--- src/rtl/logic_gate_unit.sv ---
// Purpose : WIDTH-bit multi-function bitwise/reduction gate unit with a 2-entry result buffer.
// Latency : 1 cycle from accept to out_valid when the buffer is empty.
// Backpr. : in_ready is registered and drops only when both buffer entries are occupied.
//
// Ports:
//   clk, rst_n          clock and asynchronous active-low reset (deassertion assumed synchronous to clk)
//   in_valid/in_ready   upstream handshake; in_a, in_b, in_op, in_red sampled on accept
//   out_valid/out_ready downstream handshake; out_y is the head-of-buffer result
//   out_cnt             count of results consumed downstream, wraps modulo 2^CNT_W
//   out_par             (only with LOGIC_GATE_UNIT_PARITY_EN) even parity of out_y
//
// Optional feature macro: LOGIC_GATE_UNIT_PARITY_EN

module logic_gate_unit #(
    parameter int WIDTH = 8,
    parameter int CNT_W = 16
) (
    input  logic             clk,
    input  logic             rst_n,
    input  logic             in_valid,
    output logic             in_ready,
    input  logic [WIDTH-1:0] in_a,
    input  logic [WIDTH-1:0] in_b,
    input  logic [2:0]       in_op,
    input  logic             in_red,
    output logic             out_valid,
    input  logic             out_ready,
    output logic [WIDTH-1:0] out_y,
    output logic [CNT_W-1:0] out_cnt
`ifdef LOGIC_GATE_UNIT_PARITY_EN
    ,
    output logic             out_par
`endif
);

    // Opcode encoding shared by bitwise and reduction modes.
    localparam logic [2:0] OP_AND  = 3'd0;
    localparam logic [2:0] OP_OR   = 3'd1;
    localparam logic [2:0] OP_XOR  = 3'd2;
    localparam logic [2:0] OP_NAND = 3'd3;
    localparam logic [2:0] OP_NOR  = 3'd4;
    localparam logic [2:0] OP_XNOR = 3'd5;
    localparam logic [2:0] OP_NOTA = 3'd6;
    localparam logic [2:0] OP_PASS = 3'd7;

    // One buffered result. Parity is kept next to the result so the output
    // never has to recompute it from a register that may be changing.
    typedef struct packed {
`ifdef LOGIC_GATE_UNIT_PARITY_EN
        logic             par;
`endif
        logic [WIDTH-1:0] y;
    } entry_t;

    // ------------------------------------------------------------------
    // Result computation (only meaningful on the accept edge)
    // ------------------------------------------------------------------
    logic [WIDTH-1:0] result;
    entry_t           result_e;

    always_comb begin
        result = '0;
        if (in_red) begin
            // Reduction mode: single-bit answer in bit 0, upper bits stay zero.
            case (in_op)
                OP_AND:  result[0] = &in_a;
                OP_OR:   result[0] = |in_a;
                OP_XOR:  result[0] = ^in_a;
                OP_NAND: result[0] = ~&in_a;
                OP_NOR:  result[0] = ~|in_a;
                OP_XNOR: result[0] = ~^in_a;
                OP_NOTA: result[0] = ~in_a[0];
                OP_PASS: result[0] = in_a[0];
                default: result[0] = 1'b0;
            endcase
        end else begin
            case (in_op)
                OP_AND:  result = in_a & in_b;
                OP_OR:   result = in_a | in_b;
                OP_XOR:  result = in_a ^ in_b;
                OP_NAND: result = ~(in_a & in_b);
                OP_NOR:  result = ~(in_a | in_b);
                OP_XNOR: result = ~(in_a ^ in_b);
                OP_NOTA: result = ~in_a;
                OP_PASS: result = in_a;
                default: result = '0;
            endcase
        end
    end

    always_comb begin
        result_e   = '0;
        result_e.y = result;
`ifdef LOGIC_GATE_UNIT_PARITY_EN
        result_e.par = ^result;
`endif
    end

    // ------------------------------------------------------------------
    // Two-entry buffer: a head register that drives the outputs directly
    // and a skid register behind it. The head keeps its contents when it
    // empties, so out_y holds the last delivered value.
    // ------------------------------------------------------------------
    entry_t           head_q, head_d;
    logic             head_vld_q, head_vld_d;
    entry_t           skid_q, skid_d;
    logic             skid_vld_q, skid_vld_d;
    logic             in_rdy_q, in_rdy_d;
    logic [CNT_W-1:0] cnt_q, cnt_d;

    logic push;
    logic pop;

    // in_rdy_q mirrors (occupancy < 2) of the current state, so a pop while
    // full frees the slot only from the next cycle.
    assign push = in_valid & in_rdy_q;
    assign pop  = head_vld_q & out_ready;

    always_comb begin
        head_d     = head_q;
        head_vld_d = head_vld_q;
        skid_d     = skid_q;
        skid_vld_d = skid_vld_q;
        cnt_d      = cnt_q;

        if (pop) begin
            cnt_d = cnt_q + CNT_W'(1);
            if (skid_vld_q) begin
                // Full: push cannot happen this cycle, skid moves up.
                head_d     = skid_q;
                skid_vld_d = 1'b0;
            end else if (push) begin
                // Occupancy 1 with push and pop: new entry becomes the head.
                head_d = result_e;
            end else begin
                head_vld_d = 1'b0;
            end
        end else if (push) begin
            if (!head_vld_q) begin
                head_d     = result_e;
                head_vld_d = 1'b1;
            end else begin
                skid_d     = result_e;
                skid_vld_d = 1'b1;
            end
        end

        in_rdy_d = ~(head_vld_d & skid_vld_d);
    end

    always_ff @(posedge clk or negedge rst_n) begin
        if (!rst_n) begin
            head_q     <= '0;
            head_vld_q <= 1'b0;
            skid_q     <= '0;
            skid_vld_q <= 1'b0;
            in_rdy_q   <= 1'b1;
            cnt_q      <= '0;
        end else begin
            head_q     <= head_d;
            head_vld_q <= head_vld_d;
            skid_q     <= skid_d;
            skid_vld_q <= skid_vld_d;
            in_rdy_q   <= in_rdy_d;
            cnt_q      <= cnt_d;
        end
    end

    // All outputs come straight from registers.
    assign in_ready  = in_rdy_q;
    assign out_valid = head_vld_q;
    assign out_y     = head_q.y;
    assign out_cnt   = cnt_q;
`ifdef LOGIC_GATE_UNIT_PARITY_EN
    assign out_par   = head_q.par;
`endif

endmodule

--- config.mk ---
export PLATFORM = sky130hd
export DESIGN_NAME = logic_gate_unit
export DESIGN_NICKNAME = d
export VERILOG_FILES = /design/src/rtl/logic_gate_unit.sv
export SDC_FILE = /design/constraint.sdc
export NUM_CORES = 1
export LEC_CHECK = 0
export ABC_CLOCK_PERIOD_IN_PS = 3700
export CORE_MARGIN = 2
export CORE_UTILIZATION = 57
export DETAILED_ROUTE_END_ITERATION = 16
export PLACE_DENSITY_LB_ADDON = 0.08
export SLEW_MARGIN = 10
export SYNTH_ARGS = -nofsm -noshare
export SYNTH_HDL_FRONTEND = slang
export SYNTH_SLANG_ARGS = --single-unit
--- constraint.sdc ---
create_clock -name clk -period 3.7 [get_ports clk]
set_clock_uncertainty 0.2 [all_clocks]
set_input_delay 0.74 -clock clk [delete_from_list [all_inputs] [get_ports clk]]
set_output_delay 0.74 -clock clk [all_outputs]
set_load 0.01 [all_outputs]
### After elaboration in Yosys (flattened, before gate mapping)

Cells that the tools add are included.

* register bits: 35
* bits in latches: 0
* memory bits (writable): 0
* memory bits (read-only): 0
* output and inout port bits: 26
* logic and storage cells: 55
* memories kept: 0

* add/sub/neg operators: 1
* multipliers: 0
* divide/modulo/power cells: 0
* $lt $le $gt $ge: 0
* equal/unequal tests: 8
* shifts and indexed selects: 0
* multiplexer cells: 16
* bitwise logic cells: 13
* reduce and logical (&&, ||, !) cells: 11

Operator list (number)
* 8-bit case mux with 8 select lines: 1
* 8-bit two-way mux: 5
* 8-bit inverter: 4
* 16-bit by 1-bit adder with 16-bit output (second input constant): 1
* 3-bit == test (second input constant): 4
* 8-bit AND: 1
* 1-bit two-way mux: 8
* 8-bit bitwise OR: 1
* 1-bit case mux with 8 select lines: 1
* 8-bit AND reduction: 1
* 8-bit OR reduction: 1
* 8-bit XNOR reduction: 1
* 8-bit XOR reduction: 1
* 8-bit bitwise XOR: 1
* 7-bit two-way mux: 1
* 3-bit by 2-bit == test with 1-bit output (second input constant): 2
* 3-bit AND reduction: 2
* 2-bit nonzero test: 2
* 1-bit AND: 3
* 3-bit by 1-bit == test with 1-bit output (second input constant): 1
* 3-bit logical NOT: 1
* 1-bit inverter: 3
* 1-bit logical NOT: 2
* 2-bit by 1-bit != test with 1-bit output (second input constant): 1

### Longest topological paths before layout

* word-level depth: 7
* mapped depth: 7
* mapped depth without buffers: 7

### Worst setup path after synthesis

OpenSTA, ideal clock, no wires.

* path kind: input -> register
* start point: in in_a[0]
* end point: reg skid_q[0] in the netlist's numbering
* library setup time: 77 ps
* arrival time: 1938 ps
* path slack: 1485 ps
* cell stages on the path: 7
* cell sequence: inv_1 > ha_1 > xor2_1 > xnor2_1 > mux2_2 > o311a_1 > o21ai_1

* word-level cells in the longest chain between the ends: 4
* elaborated cells on any way between the ends: 17

RTL lines
* start, declared: RTL line 22 `input logic [WIDTH-1:0] in_a,`
* 8-bit OR reduction, or another cell as far along: RTL line 67, 70
* 1-bit logical NOT, or another cell as far along: RTL line 70 `OP_NOR: result[0] = ~|in_a;`
* 1-bit case mux with 8 select lines / 8-bit case mux with 8 select lines (equally long branches): RTL line 65, 77
* 1-bit two-way mux *: RTL line 63 `if (in_red) begin`
* end signal, assigned: RTL line 162 `skid_q <= skid_d;`
* end, declared: RTL line 106 `entry_t skid_q, skid_d;`

Mark *: on every way between the ends. The rest lies on a longest branch, timed or not.
A chain may end at the register's enable or synchronous reset.

### Worst setup path in the final report

* start point: in in_op[2]
* end point: reg head_q, in the netlist out_y[0]

* word-level cells in the longest chain between the ends: 6
* elaborated cells on any way between the ends: 16

RTL lines
* start, declared: RTL line 24 `input logic [2:0] in_op,`
* 3-bit == test, or another cell as far along: RTL line 65, 77
* 8-bit case mux with 8 select lines / 1-bit case mux with 8 select lines (equally long branches): RTL line 77, 65
* 1-bit two-way mux *: RTL line 63
* 8-bit two-way mux (on tied branches): RTL line 139, 132
* 8-bit two-way mux (on tied branches): RTL line 138, 128
* 8-bit two-way mux *: RTL line 126 `if (pop) begin`
* end signal, assigned: RTL line 153 `head_q <= '0;`
* end signal, assigned: RTL line 160 `head_q <= head_d;`
* end, declared: RTL line 104 `entry_t head_q, head_d;`

Mark *: on every way between the ends. The rest lies on a longest branch, timed or not. The select of a mux whose other input is x is not followed.

==> out/metrics.yaml <==
die_y_um: 71.5
finalCriticalPeriod_ps: 2740
clk_path_buf_depth: 2
crit_fanout: 19
hold_violations: 0
finalMaxSlewViolations: 0
synth_commonest_cells: "dfrtp_1, inv_1, ha_1, nand2_1, xnor2_1"
grt_overflow_total: 0
antenna_found_initial: 0
tns_ps: 0
row_count: 24
grt_max_degree: 47
fillers: 353
track_usage: 0.201
holdBufCountCts: 0
yosysTopAreaCell: "dfrtp_1"
crit_path_top_delay_cell: "clkdlybuf4s50_1"
start_util: 0.592
syn_nets: 315
htreeDepth: 2
cts.repair.resized: 0
criticalPathCategory: "input port to register"
critPathCaptureType: "register"
worst_slack_ps: 963
ios: 50
drt-pass1-iter-count: 4
synth_area_sq_mm: 0.00260
num_antenna_cells: 0
drive_above_1_share: 0.0707
setup-violations-final: 0
hold_class: "register to register"
p_per_area_mw_per_mm2: 459
area_growth_pct: 21.3
crit_arrival_ps: 2750
numCtsBuffers: 5
grt_setup_unrepaired: "no"
synth_warnings: 0
synth_cell_types: 43
maxCapViolations: 0
clock.fmax_mhz: 365
ant_nets: 0
status: "complete, no violations"
insertion_delay_ps: 280
netlist_top_cells_area: "dfrtp_1, ha_1, xnor2_1, mux4_2, inv_1"
dp_slack_ps: 669
clk_pin_slew_ps: 70
slew_headroom: 0.409
synth-edff-count: 0
viasPerCell: 5.49
async_flop_share: 1.00
synth_top_area_share: 0.328
p_leak_nw: 1.44
grt_pass1_vias: 1906
tightest_slew_ps: 886
startpoint_type: "input port"
cts.sinks: 35
period_share: 0.740
netlist_instances: 266
ir_drop_v: 0.000187
max_stage_delay_ps: 980
io_buffers: 49
grt_pass1_wl_um: 8250
core_area_sq_mm: 0.00438
syn_avg_cell_area_sq_um: 9.76
drt-initial-drc-count: 80
detail_route.wl_per_cell_um: 13.2
synth_seq_area_share: 0.338
crit_required_ps: 3710
drt-total-wl_um: 4800
synth.most_common_cell: "dfrtp_1"
cts_setup_buffers: 0
die_w_um: 71.5
nNetsFinal: 359
synthFlopType: "dfrtp_1"
place_congestion: 0.821
dp_hpwl_um: 3630
post-route-drc-count: 0
ys_ff_latch: 35
cp_cell_sequence: "clkdlybuf4s50_1 > nor3b_1 > o21ai_0 > and3_1 > o311a_1 > o21ai_1"
vias: 1992
root_buffer: "clkbuf_8"
dieArea_sq_mm: 0.00511
cts_tree: "done"
[per-layer routing]
metal | routed length, um | vias up | global-route usage | share of wire
li1 | - | 1015 | - | -
met1 | 2280 | 929 | 0.256 | 0.48
met2 | 2270 | 42 | 0.349 | 0.47
met3 | 175 | 6 | 0.0323 | 0.036
met4 | 72 | 0 | 0.0692 | 0.015
met5 | 0 | - | 0 | 0
[registers in the layout, summed over array words and instances, names as in the netlist]
signal      cells
out_y           8
skid_q          8
skid_vld_q      1
out_cnt        16
in_ready        1
out_valid       1
[cell families after synthesis]
| family | after synthesis | share of synthesized area |
|---|---|---|
| multiplexers | 21 | 0.113 |
| AND/OR/NAND/NOR | 74 | 0.148 |
| buffers and inverters | 41 | 0.0771 |
| flip-flops | 35 | 0.338 |
| adder cells (fa/ha/maj) | 25 | 0.120 |
| AO/OA/AOI/OAI | 44 | 0.116 |
| XOR/XNOR | 26 | 0.0877 |
[stage by stage]
stage | area, sq um | util | hold WS, ps | std cells | power (mW)
2_1_floorplan | 2600 | - | 241 | 266 | 0.947
5_1_grt | 3150 | 0.718 | 292 | 363 | 1.55
6_report | 3150 | 0.718 | 267 | 363 | 1.45
4_1_cts | 3150 | 0.718 | 274 | 363 | 1.46
3_5_place_dp | 3070 | 0.699 | 260 | 355 | 1.20
3_3_place_gp | 3070 | 0.699 | 253 | 355 | 1.18
[power by group]
| group | internal [mW] | leakage, nW | total [mW] | switching (mW) |
|---|---|---|---|---|
| sequential | 0.510 | 0.454 | 0.620 | 0.110 |
| clock | 0.132 | 0.0422 | 0.257 | 0.125 |
| combinational | 0.313 | 0.947 | 0.569 | 0.256 |
| total | 0.954 | 1.44 | 1.45 | 0.492 |
[path summary, 6_finish.rpt]
check | startpoint | to | depth (start not counted) | slack (ps)
worst max-delay path | in_op[2] | out_y[0] | 6 | 960
worst min-delay path | out_cnt[15] | out_cnt[15] | 1 | 270
min in group asynchronous | rst_n | out_valid | 2 | 670
max in group asynchronous | rst_n | in_ready | 2 | 2310
worst min register to register | out_cnt[15] | out_cnt[15] | 1 | 270
worst max register to register | out_valid | out_cnt[13] | 5 | 1760
[layout make-up]
type | instances | area [sq um] | area share
Tap cell | 52 | 65.1 | 0.0207
Sequential cell | 35 | 877 | 0.279
Inverter | 26 | 97.6 | 0.0310
Timing Repair Buffer | 52 | 508 | 0.161
Clock buffer | 7 | 76.3 | 0.0242
Multi-Input combinational cell | 190 | 1520 | 0.483
Clock inverter | 1 | 5.00 | 0.00159
[worst max-delay path: cells and delay by family]
kind,cells,cell delay [ps]
AO/OA/AOI/OAI,3,560
buffers and inverters,1,980
AND/OR/NAND/NOR,2,460
[placed cells by master, fill, tap and decap left out, drive strengths merged, types with 5 or more instances in the layout]
master,instances
clkbuf,7
inv,26
o21ai,13
nand2b,5
a21oi,9
dfrtp,34
nand2,20
mux4,6
xor2,9
mux2,6
a221o,5
nand3,7
ha,25
mux2i,9
clkdlybuf4s50,48
nand4,7
xnor2,17
and3,5
nor2,16
(Power assumes the default switching activity.)
